--- config.mk ---
export PLATFORM = sky130hd
export DESIGN_NAME = lf_spi_status_tx_flat
export DESIGN_NICKNAME = d
export VERILOG_FILES = /design/src/rtl/lf_spi_status_tx_pkg.sv /design/src/rtl/lf_spi_status_tx_if.sv /design/src/rtl/lf_sync_edge.sv /design/src/rtl/lf_spi_status_tx.sv /design/src/flat_wrapper.sv
export SDC_FILE = /design/constraint.sdc
export NUM_CORES = 1
export LEC_CHECK = 0
export ABC_AREA = 1
export BUFFER_PORTS_ARGS = -buffer_cell sky130_fd_sc_hd__buf_2
export CAP_MARGIN = 20
export CELL_PAD_IN_SITES_DETAIL_PLACEMENT = 1
export CELL_PAD_IN_SITES_GLOBAL_PLACEMENT = 1
export CORE_MARGIN = 5
export CORE_UTILIZATION = 23
export CTS_CLUSTER_DIAMETER = 100
export DETAILED_ROUTE_END_ITERATION = 10
export PLACE_DENSITY_LB_ADDON = 0.1
export SLEW_MARGIN = 5
export SYNTH_ARGS = -nofsm -noshare
export SYNTH_HDL_FRONTEND = slang
export SYNTH_SLANG_ARGS = --single-unit
--- constraint.sdc ---
create_clock -name pck0 -period 1.43 [get_ports pck0]
set_input_delay 0.0715 -clock pck0 [delete_from_list [all_inputs] [get_ports pck0]]
set_output_delay 0.0715 -clock pck0 [all_outputs]
set_load 0.01 [all_outputs]
--- src/rtl/lf_spi_status_tx_pkg.sv ---
// Shared types for the FPGA->ARM status SPI transmitter.
//   lf_tx_state_e : transmitter FSM state codes
//   SeqW          : width of the optional frame sequence tag (LF_SPI_TX_SEQ_EN builds)
//   cnt_width()   : bit counter width able to hold the value WORD_W
package lf_spi_status_tx_pkg;

  typedef enum logic [1:0] {
    StIdle  = 2'd0,
    StShift = 2'd1,
    StDone  = 2'd2
  } lf_tx_state_e;

  localparam int unsigned SeqW = 4;

  function automatic int unsigned cnt_width(input int unsigned word_w);
    return $clog2(word_w) + 1;
  endfunction

endpackage

--- src/rtl/lf_spi_status_tx_if.sv ---
// Bus bundle between the ARM-facing SPI pins / status source and lf_spi_status_tx.
//   spck, ncs : SPI clock and chip select from the ARM (asynchronous to pck0)
//   miso      : serial status data to the ARM
//   tx_word   : status word offered for the next frame
//   tx_taken  : pulse, tx_word captured
//   tx_done   : pulse, full word clocked out
//   busy      : frame in progress
// Modports: master = ARM/status-source side, slave = the transmitter.
interface lf_spi_status_tx_if #(
  parameter int unsigned WORD_W = 16
) ();

  logic              spck;
  logic              ncs;
  logic              miso;
  logic [WORD_W-1:0] tx_word;
  logic              tx_taken;
  logic              tx_done;
  logic              busy;

  modport master (
    output spck, ncs, tx_word,
    input  miso, tx_taken, tx_done, busy
  );

  modport slave (
    input  spck, ncs, tx_word,
    output miso, tx_taken, tx_done, busy
  );

endinterface

--- src/rtl/lf_sync_edge.sv ---
// Synchronizer plus edge detector for a slow asynchronous level (spck/ncs).
//   clk_i  : sampling clock
//   rst_i  : synchronous active-high reset; chain reset to IdleVal
//   sig_i  : asynchronous input level
//   rise_o : one-cycle pulse on a synchronized 0->1 transition
//   fall_o : one-cycle pulse on a synchronized 1->0 transition
module lf_sync_edge #(
  parameter int unsigned SyncStages = 2,
  parameter bit          IdleVal    = 1'b0
) (
  input  logic clk_i,
  input  logic rst_i,
  input  logic sig_i,
  output logic rise_o,
  output logic fall_o
);

  // sync_q[0] is the first (metastable-facing) stage
  logic [SyncStages-1:0] sync_q;
  logic                  rise_q;
  logic                  fall_q;

  always_ff @(posedge clk_i) begin
    if (rst_i) begin
      sync_q <= {SyncStages{IdleVal}};
      rise_q <= 1'b0;
      fall_q <= 1'b0;
    end else begin
      sync_q <= {sync_q[SyncStages-2:0], sig_i};
      rise_q <= sync_q[SyncStages-2] & ~sync_q[SyncStages-1];
      fall_q <= ~sync_q[SyncStages-2] & sync_q[SyncStages-1];
    end
  end

  assign rise_o = rise_q;
  assign fall_o = fall_q;

endmodule

--- src/rtl/lf_spi_status_tx.sv ---
// FPGA->ARM status transmitter on the ARM configuration SPI link (SPI mode 0, MSB first).
// spck/ncs are oversampled in the pck0 domain; no other clock is used.
//   pck0 : system clock
//   rst  : synchronous active-high reset
//   bus  : lf_spi_status_tx_if.slave (spck, ncs, tx_word in; miso, tx_taken, tx_done, busy out)
// Optional feature macro LF_SPI_TX_SEQ_EN: replaces the top 4 bits of each captured word with a
// frame sequence count that advances on every completed frame.
module lf_spi_status_tx
  import lf_spi_status_tx_pkg::*;
#(
  parameter int unsigned SYNC_STAGES = 2,
  parameter int unsigned WORD_W      = 16
) (
  input logic                 pck0,
  input logic                 rst,
  lf_spi_status_tx_if.slave   bus
);

  localparam int unsigned          CntW   = cnt_width(WORD_W);
  localparam logic [CntW-1:0]      CntMax = CntW'(WORD_W);

  logic spck_rise, spck_fall, ncs_rise, ncs_fall;

  lf_sync_edge #(
    .SyncStages (SYNC_STAGES),
    .IdleVal    (1'b0)
  ) u_sync_spck (
    .clk_i  (pck0),
    .rst_i  (rst),
    .sig_i  (bus.spck),
    .rise_o (spck_rise),
    .fall_o (spck_fall)
  );

  lf_sync_edge #(
    .SyncStages (SYNC_STAGES),
    .IdleVal    (1'b1)
  ) u_sync_ncs (
    .clk_i  (pck0),
    .rst_i  (rst),
    .sig_i  (bus.ncs),
    .rise_o (ncs_rise),
    .fall_o (ncs_fall)
  );

  lf_tx_state_e      state_q, state_d;
  logic [WORD_W-1:0] shreg_q, shreg_d;
  logic [CntW-1:0]   bit_cnt_q, bit_cnt_d;
  logic              miso_q, miso_d;
  logic              tx_taken_q, tx_taken_d;
  logic              tx_done_q, tx_done_d;
  logic [WORD_W-1:0] cap_word;

`ifdef LF_SPI_TX_SEQ_EN
  logic [SeqW-1:0] seq_q, seq_d;

  assign cap_word = {seq_q, bus.tx_word[WORD_W-SeqW-1:0]};
  assign seq_d    = tx_done_d ? seq_q + 1'b1 : seq_q;

  always_ff @(posedge pck0) begin
    if (rst) seq_q <= '0;
    else     seq_q <= seq_d;
  end
`else
  assign cap_word = bus.tx_word;
`endif

  always_ff @(posedge pck0) begin
    if (rst) begin
      state_q    <= StIdle;
      shreg_q    <= '0;
      bit_cnt_q  <= '0;
      miso_q     <= 1'b0;
      tx_taken_q <= 1'b0;
      tx_done_q  <= 1'b0;
    end else begin
      state_q    <= state_d;
      shreg_q    <= shreg_d;
      bit_cnt_q  <= bit_cnt_d;
      miso_q     <= miso_d;
      tx_taken_q <= tx_taken_d;
      tx_done_q  <= tx_done_d;
    end
  end

  always_comb begin
    state_d    = state_q;
    shreg_d    = shreg_q;
    bit_cnt_d  = bit_cnt_q;
    miso_d     = miso_q;
    tx_taken_d = 1'b0;
    tx_done_d  = 1'b0;
    // End of frame overrides everything, including a coincident spck edge
    if (ncs_rise) begin
      state_d   = StIdle;
      bit_cnt_d = '0;
      miso_d    = 1'b0;
    end else begin
      unique case (state_q)
        StIdle: begin
          if (ncs_fall) begin
            state_d    = StShift;
            shreg_d    = cap_word;
            miso_d     = cap_word[WORD_W-1];
            bit_cnt_d  = '0;
            tx_taken_d = 1'b1;
          end
        end
        StShift: begin
          // ARM samples on rise, so the next bit is presented on the following fall
          if (spck_rise) begin
            bit_cnt_d = bit_cnt_q + 1'b1;
            if (bit_cnt_d == CntMax) begin
              state_d   = StDone;
              miso_d    = 1'b0;
              tx_done_d = 1'b1;
            end
          end else if (spck_fall && (bit_cnt_q < CntMax)) begin
            shreg_d = {shreg_q[WORD_W-2:0], 1'b0};
            miso_d  = shreg_q[WORD_W-2];
          end
        end
        StDone: begin
          // Extra clocks from the ARM are ignored until ncs rises
        end
        default: state_d = StIdle;
      endcase
    end
  end

  assign bus.miso     = miso_q;
  assign bus.tx_taken = tx_taken_q;
  assign bus.tx_done  = tx_done_q;
  assign bus.busy     = (state_q != StIdle);

endmodule

--- src/flat_wrapper.sv ---
// flat-port wrapper written by rule: the top's interface ports become plain ports
module lf_spi_status_tx_flat import lf_spi_status_tx_pkg::*;
#(
  parameter int unsigned SYNC_STAGES = 2,
  parameter int unsigned WORD_W      = 16
)
  (pck0, rst, bus_spck, bus_ncs, bus_tx_word, bus_miso, bus_tx_taken, bus_tx_done, bus_busy);
  lf_spi_status_tx_if #(.WORD_W(WORD_W)) bus_i ();
  input logic pck0;
  input logic rst;
  input wire logic [$bits(bus_i.spck)-1:0] bus_spck;
  input wire logic [$bits(bus_i.ncs)-1:0] bus_ncs;
  input wire logic [$bits(bus_i.tx_word)-1:0] bus_tx_word;
  output wire logic [$bits(bus_i.miso)-1:0] bus_miso;
  output wire logic [$bits(bus_i.tx_taken)-1:0] bus_tx_taken;
  output wire logic [$bits(bus_i.tx_done)-1:0] bus_tx_done;
  output wire logic [$bits(bus_i.busy)-1:0] bus_busy;
  assign bus_i.spck = bus_spck;
  assign bus_i.ncs = bus_ncs;
  assign bus_i.tx_word = bus_tx_word;
  assign bus_miso = bus_i.miso;
  assign bus_tx_taken = bus_i.tx_taken;
  assign bus_tx_done = bus_i.tx_done;
  assign bus_busy = bus_i.busy;
  lf_spi_status_tx #(.SYNC_STAGES(SYNC_STAGES), .WORD_W(WORD_W)) u_core (.pck0(pck0), .rst(rst), .bus(bus_i));
endmodule
==> summary.txt, run 1 <==
Logic synthesis
  – Syn_nets: 201
  – Asr flop ratio synth: 0
  – Post-synth EDFFs: 0
  – Syn_area_per_cell: 7.53 µm²
  – Yosys top cell area share: 0.488
  – Top post-synthesis cells by area: dfxtp_1 (49%), nand2_1 (14%), o21ai_0 (6.6%)
  – Yosys warns: 0
  – Mapped Cells: 180
  – Mapped cell area: 1360 µm²
  – Commonest cells in the netlist: nand2_1 (49), dfxtp_1 (33), o21ai_0 (18), nor2_1 (15)
  – Yosys top cell by area: dfxtp_1
  – #FFs+latches synth: 33
  – Synth cell types: 23
  – Count leader, synth: nand2_1
  – Primary FF master, synth: dfxtp_1
  – Post-synthesis sequential area ratio: 0.488

Routing
  – DRC Markers: 0
  – Wire length per cell: 12.4 µm
  – ANT nets after route: 0
  – Initial drt markers: 39
  – DR vias/cell: 4.50
  – Post-Route WL: 3.57 mm
  – Drt first pass iters: 4
  – Via count: 1,301

STA
  – Hold slack: 0.0541 ns
  – Least-Margin Pin Slew: 0.452 ns
  – Final setup fails: 0
  – Final Skew: 0.00539 ns
  – TNS Setup: 0 ns
  – Post-layout minimum cycle time: 1.34 ns
  – Final hold viol count: 0
  – Max-slew headroom: 0.698
  – Max Freq: 0.747 GHz
  – Final Max Slew Viols: 0
  – Fin crit share: 0.937

Setup path
  – Crit. End Element: flip-flop
  – Critical-path top delay cell: dfxtp_2
  – Critical path startpoint: u_core.state_q[0]
  – Critical path type: reg2reg
  – Crit Path Max Fanout: 14
  – CP max stage delay: 0.35 ns
  – Crit path cell chain: inv_2 -> nor2_4 -> nand2_2 -> nand2_1 -> nor2_4 -> buf_6 -> o21ai_0 -> a31oi_1
  – RR Startpoint: u_core.state_q[0]
  – Most frequent cell on the critical path: nor2_4
  – Critical path arrival: 1.54 ns
  – Crit path launch type: flip-flop
  – Reg2reg path depth: 8
  – Reg2reg setup slack: 0.09 ns
  – CP endpoint: u_core.shreg_q[6]
  – Reg-to-Reg End: u_core.shreg_q[6]
  – Crit path required time: 1.63 ns

Floorplanning
  – Die width: 86.8 µm
  – FP Rows: 28
  – Core area: 5820 µm²
  – Die ar.: 7530 µm²
  – Starting Density: 0.233
  – Io pins: 24
  – Die Y: 86.8 µm

Cells and area
  – # fillers: 751
  – Layout cell share with drive strength beyond 1: 0.238
  – Util after Layout: 0.297
  – Final layout net count: 234
  – Non-filler cells, final: 289
  – Antenna Cells: 0
  – Area delta synth->final: 27.5%

Global routing
  – GRT overflow: 0
  – Antenna violations before repair: 0
  – Total Routing Usage GR: 0.103
  – First-pass GRT wire length: 6.16 mm
  – Pin count of the biggest net entering global routing: 19
  – Vias in the first global route: 1,332

CTS
  – Clock insertion delay at the later pin of the skew report: 0.28 ns
  – Clock sinks: 33
  – Clock root cell: clkbuf_8
  – Cts bufs inserted: 5
  – CTS clock-pin slew for the worst setup and hold paths: 0.07 ns
  – CTS tree: built
  – H-tree levels: 2
  – Clock buffer depth: 2

Worst hold path
  – Hold Path Cell Cnt: 3
  – Hold Path Class: in2reg

Pwr
  – LEAKAGE: 0.754 nW
  – Power, Total: 0.00201 W
  – Cell Pwr Density: 1160 nW/µm²
  – Peak supply drop: 404 µV

Placement
  – Placed cells: 276
  – Buffers on Ports: 23
  – Final GP Congestion: 0.751
  – DPL Wire Length: 2.61 mm

Run
  – Max-Cap Viols: 0

Outcome
  – Status: finished, final reports clean
-- through the flow --
| stage | area (µm²) | setup slack [ns] |
|---|---|---|
| 6_report | 1730 | 0.0904 |
| 5_1_grt | 1730 | -0.000960 |
| 4_1_cts | 1660 | 0.0155 |
| 3_5_place_dp | 1560 | 0.00918 |
| 3_3_place_gp | 1560 | 0.0595 |
| 2_1_floorplan | 1360 | 0.162 |
-- worst min-delay path by stage --
| stage | from | slack, ns | end |
|---|---|---|---|
| 2_1_floorplan | bus_ncs | 0.18 | u_core.u_sync_ncs.sync_q[0] |
| 3_3_place_gp | bus_ncs | 0.26 | u_core.u_sync_ncs.sync_q[0] |
| 3_5_place_dp | bus_ncs | 0.26 | u_core.u_sync_ncs.sync_q[0] |
| 4_1_cts | bus_tx_word[13] | 0.05 | u_core.shreg_q[13] |
| 5_1_grt | bus_tx_word[8] | 0.05 | u_core.shreg_q[8] |
| 6_report | bus_tx_word[13] | 0.05 | u_core.shreg_q[13] |
-- layer usage --
layer / part of all wire / up-vias / GRT usage
met4: 0.015 / 0 / 0.0340
met5: 0 / - / 0
met1: 0.49 / 615 / 0.140
li1: - / 667 / -
met3: 0.029 / 5 / 0.0323
met2: 0.47 / 14 / 0.154
-- state kept, by name, summed over array words and instances (netlist names) --
name and flops:
u_core.bus.miso 1, u_core.shreg_q 15, u_core.bit_cnt_q 5, u_core.u_sync_spck.rise_o 1
u_core.u_sync_ncs.sync_q 2, u_core.u_sync_spck.fall_o 1, u_core.u_sync_spck.sync_q 2, u_core.bus.tx_done 1
u_core.u_sync_ncs.rise_o 1, u_core.u_sync_ncs.fall_o 1, u_core.bus.tx_taken 1, u_core.state_q 2
-- cells in the final DEF, fill, tap and decap left out, types with 6 or more instances in the layout --
cell type	count
a21oi_1	7
a31oi_1	14
buf_2	23
buf_4	6
dfxtp_1	29
inv_1	14
nand2_1	49
nand3_1	6
nor2_1	13
o21ai_0	18
-- cells by family (layout without fill, tap and decap cells) --
| family | after synthesis | in the layout | synth area share |
|---|---|---|---|
| buf+inv | 22 | 56 | 0.0729 |
| fa+ha+maj | 1 | 1 | 0.00923 |
| compound gates | 43 | 43 | 0.180 |
| simple gates | 81 | 81 | 0.250 |
| flops | 33 | 33 | 0.488 |
-- what timing repair did --
item,CTS,global route
hold buffers,2,0
setup endpoints to repair,1,19
pin swaps,0,1
buffers inserted,0,3
endpoints found under the hold margin,2,0
resized for setup,1,12
cloned,0,0
-- report_power, final --
group          switching (W)  total, W  internal, W
Clock               0.000338  0.000675     0.000337
Sequential         0.0000436   0.00104     0.000995
Combinational       0.000165  0.000295     0.000130
-- critical path, delay by kind of cell, from the launching register on --
family	cells	cell delay, ns
buf+inv	2	0.24
compound gates	2	0.27
flops	1	0.35
simple gates	4	0.40
-- area by class of cell --
| type | count | area [µm²] | area share |
|---|---|---|---|
| clock buffers | 6 | 72.6 | 0.0420 |
| clock inverters | 2 | 10.0 | 0.00579 |
| inverters | 15 | 56.3 | 0.0326 |
| multi-input cells | 125 | 623 | 0.361 |
| flip-flops and latches | 33 | 666 | 0.385 |
| well taps | 75 | 93.8 | 0.0543 |
| repair buffers | 33 | 206 | 0.119 |
Power figures use the tool's default switching activity.
==> run 2, diff against run 1 <==
--- a/config.mk
+++ b/config.mk
@@ -5,7 +5,6 @@
 export SDC_FILE = /design/constraint.sdc
 export NUM_CORES = 1
 export LEC_CHECK = 0
-export ABC_AREA = 1
 export BUFFER_PORTS_ARGS = -buffer_cell sky130_fd_sc_hd__buf_2
 export CAP_MARGIN = 20
 export CELL_PAD_IN_SITES_DETAIL_PLACEMENT = 1
@@ -15,6 +14,7 @@
 export CTS_CLUSTER_DIAMETER = 100
 export DETAILED_ROUTE_END_ITERATION = 10
 export PLACE_DENSITY_LB_ADDON = 0.1
+export SKIP_LAST_GASP = 1
 export SLEW_MARGIN = 5
 export SYNTH_ARGS = -nofsm -noshare
 export SYNTH_HDL_FRONTEND = slang
==> run 2 against run 1 <==
Combinational power decreased by 14%. Global-route usage decreased by 0.54 points. Critical path type unchanged. Clock skew decreased by 0.0029 ns. Final area increased by 21%. Fmax decreased by 4.5%. Sequential share of layout area decreased by 6.4 points. Highest routed layer unchanged.
==> summary.txt, run 2 <==
Global routing
  – Vias in the first global route: 1,342 (+0.75%)
  – GRT overflow: 0 (unchanged)
  – Antenna violations before repair: 0 (unchanged)
  – Pin count of the biggest net entering global routing: 17 (-2)
  – Total Routing Usage GR: 0.0977 (-0.00543)
  – First-pass GRT wire length: 6.67 mm (+8.2%)

CTS
  – Clock insertion delay at the later pin of the skew report: 0.28 ns (about the same)
  – Clock sinks: 33 (unchanged)
  – Clock buffer depth: 2 (unchanged)
  – CTS clock-pin slew for the worst setup and hold paths: 0.07 ns (about the same)
  – Cts bufs inserted: 5 (unchanged)
  – Clock root cell: clkbuf_8
  – H-tree levels: 2 (unchanged)
  – CTS tree: built

Cells and area
  – Layout cell share with drive strength beyond 1: 0.493 (+0.254)
  – Final layout net count: 221 (-5.6%)
  – Antenna Cells: 0 (unchanged)
  – Leading cell type in the layout, fill and taps excluded: dfxtp_1
  – Biggest register: u_core.shreg_q
  – Most frequent cells in the layout: dfxtp_1 (27), buf_4 (24), buf_2 (23), nor2_1 (20), mux2i_1 (15)
  – Area delta synth->final: 35.6%
  – Top flop regs: u_core.shreg_q (15), u_core.bit_cnt_q (5)
  – Final instance area: 2090 µm² (+21%)
  – Max reg flops: 15 (unchanged)

Logic synthesis
  – Commonest cells in the netlist: dfxtp_1 (33), nor2_1 (20), a211oi_2 (15), mux2i_1 (15), a21oi_1 (7)
  – Yosys top cell by area: dfxtp_1
  – Adder-cell share of the synthesized area: 0.00813 (-0.00110)
  – Synth cell types: 40 (+74%)
  – Top post-synthesis cells by area: dfxtp_1 (43%), a211oi_2 (12%), mux2i_1 (9.8%)
  – Mapped cell area: 1540 µm² (+14%)
  – Yosys top cell area share: 0.429 (-0.0583)
  – Asr flop ratio synth: 0 (unchanged)
  – Mapped Cells: 149 (-17%)
  – Primary FF master, synth: dfxtp_1
  – Post-Synth XOR/XNOR Area: 0 (unchanged)
  – Count leader, synth: dfxtp_1
  – Largest family of logic cells by synthesized area: compound AO/OA/AOI/OAI gates
  – #FFs+latches synth: 33 (unchanged)
  – Post-synthesis sequential area ratio: 0.429 (-0.0583)
  – Syn_area_per_cell: 10.3 µm² (+37%)
  – Area fraction in compound gates after synthesis: 0.208 (+0.0281)
  – Mux cell area share after synthesis: 0.0976 (+0.0976)
  – Post-synth EDFFs: 0 (unchanged)
  – Yosys warns: 0 (unchanged)
  – Syn_nets: 170 (-15%)
  – Simple-Gate Fraction of Synth Area: 0.202 (-0.0478)

Routing
  – ANT nets after route: 0 (unchanged)
  – DRC Markers: 0 (unchanged)
  – Post-Route WL: 3.86 mm (+8.1%)
  – Initial drt markers: 42 (+7.7%)
  – DR vias/cell: 4.48 (-0.52%)
  – Drt first pass iters: 2 (-2)
  – Via count: 1,245 (-4.3%)
  – Wire length per cell: 13.9 µm (+12%)

Pwr
  – LEAKAGE: 0.899 nW (+19%)
  – Internal power: 0.00142 W (-2.7%)
  – Power, Total: 0.00193 W (-4.2%)
  – Sw Ratio: 0.261 (-0.0108)
  – Peak supply drop: 403 µV (-0.20%)
  – Power share of the combinational group: 0.132 (-0.015)
  – Reg power frac: 0.508 (-0.009)
  – Net load switching power: 0.000503 W (-8.0%)
  – Cell Pwr Density: 922 nW/µm² (-21%)
  – Clock Power Share: 0.361 (+0.025)

STA
  – RSZ-0062 raised after global routing: yes
  – Final Max Slew Viols: 0 (unchanged)
  – Final hold viol count: 0 (unchanged)
  – TNS Setup: 0 ns (unchanged)
  – Post-layout minimum cycle time: 1.40 ns (+0.0636 ns)
  – Final Skew: 0.00253 ns (-0.00286 ns)
  – Final setup fails: 0 (unchanged)
  – Least-Margin Pin Slew: 0.255 ns (-0.197 ns)
  – Max-slew headroom: 0.830 (+0.131)
  – Fin crit share: 0.981 (+0.0445)
  – Max Freq: 0.713 GHz (-4.5%)

Setup path
  – Reg-to-Reg End: u_core.shreg_q[0]
  – Crit path required time: 1.60 ns (-0.03 ns)
  – RR Startpoint: u_core.u_sync_spck.rise_o
  – Crit. End Element: flip-flop
  – Reg2reg path depth: 6 (-2)
  – Reg2reg setup slack: 0.03 ns (-0.06 ns)
  – Critical path type: reg2reg
  – Crit Path Max Fanout: 5 (-9)
  – Crit path launch type: flip-flop
  – Critical path arrival: 1.57 ns (+0.03 ns)
  – CP endpoint: u_core.shreg_q[0]
  – Critical path startpoint: u_core.u_sync_spck.rise_o

Floorplanning
  – Core area: 6420 µm² (+10%)
  – Die width: 91.8 µm (+5.8%)
  – Die Y: 91.8 µm (+5.8%)
  – FP Rows: 29 (+3.6%)
  – Die ar.: 8430 µm² (+12%)
  – Io pins: 24 (unchanged)
  – Starting Density: 0.240 (+0.00662)

Worst hold path
  – Hold Path Class: in2reg

Outcome
  – Status: finished, final reports clean

Placement
  – DPL Wire Length: 2.70 mm (+3.4%)
  – Placement Cell Area: 1860 µm² (+19%)
  – Final GP Congestion: 0.757 (+0.80%)
  – Buffers on Ports: 23 (unchanged)

Run
  – Max-Cap Viols: 0 (unchanged)
==> run 2: cell types whose count changed after synthesis, moves of 3 or more <==
cell	delta
mux2i_1	+15
nor2b_1	+4
buf_4	+3
a31oi_1	-13
nand2_1	-46
nand3_1	-5
nor2_1	+5
or2_2	+3
a211oi_2	+15
o21ai_0	-15
nand2b_1	+4
inv_1	-13
==> run 2: routing by layer <==
layer / GRT usage / vias to the layer above / wire, µm
met3: 0.0278 / 2 / 150
met5: 0 / - / 0
met2: 0.155 / 19 / 1810
met1: 0.129 / 585 / 1870
li1: - / 639 / -
met4: 0.0297 / 0 / 27
==> run 2: cell families (layout without fill, tap and decap cells) <==
group | Yosys count | after routing
AO/OA/AOI/OAI | 34 | 34
adder cells (fa/ha/maj) | 1 | 1
buffers and inverters | 11 | 63
flip-flops | 33 | 33
multiplexers | 15 | 15
AND/OR/NAND/NOR | 55 | 55
==> run 2: power by group through the flow <==
| stage | Combinational [W] | Sequential [W] | Clock [W] |
|---|---|---|---|
| floorplan | 0.000154 | 0.000993 | 0 |
| global placement | 0.000223 | 0.000996 | 0 |
| detailed placement | 0.000228 | 0.000997 | 0 |
| CTS | 0.000249 | 0.000977 | 0.000740 |
| global route | 0.000280 | 0.000982 | 0.000782 |
| finish | 0.000253 | 0.000977 | 0.000695 |
==> run 2: timing repair <==
action,CTS,global route
hold buffers,2,0
gates cloned,2,0
endpoints found under the hold margin,2,0
setup buffers,3,0
pin swaps,2,2
resized for setup,9,14
setup endpoints to repair,18,19
==> run 2: layout make-up <==
class / instances / area [µm²]
repair buffers: 54 / 368
clock inverters: 3 / 17.5
flip-flops and latches: 33 / 671
multi-input cells: 105 / 862
inverters: 1 / 3.75
clock buffers: 5 / 68.8
fillers: 719 / 4340
well taps: 77 / 96.3
==> run 2: how the worst min path moves through the flow <==
stage | startpoint | to | slack [ns] | cells past startpoint
after floorplan | rst | u_core.u_sync_spck.sync_q[1] | 0.15 | 1
after global placement | bus_ncs | u_core.u_sync_ncs.sync_q[0] | 0.25 | 2
after detailed placement | bus_ncs | u_core.u_sync_ncs.sync_q[0] | 0.26 | 2
after CTS | rst | u_core.u_sync_spck.fall_o | 0.03 | 2
after global routing | rst | u_core.u_sync_spck.fall_o | 0.04 | 2
final | rst | u_core.u_sync_spck.fall_o | 0.04 | 2
==> run 2: per-stage QoR <==
stage               std cells  hold WS (ns)  setup slack [ns]   util
floorplan                 149         0.151            0.0297      -
global placement          263         0.255           -0.0213  0.289
detailed placement        263         0.258           -0.0958  0.289
CTS                       278        0.0293           0.00940  0.317
global route              278        0.0397           -0.0477  0.325
finish                    278        0.0380            0.0268  0.325
==> run 2: critical path: stages, from the launching register on <==
cell and delay, ns:
dfxtp_2 0.32, nand4bb_4 0.23, a211oi_4 0.22, buf_6 0.15, buf_6 0.12, mux2i_1 0.19
nor2_1 0.05
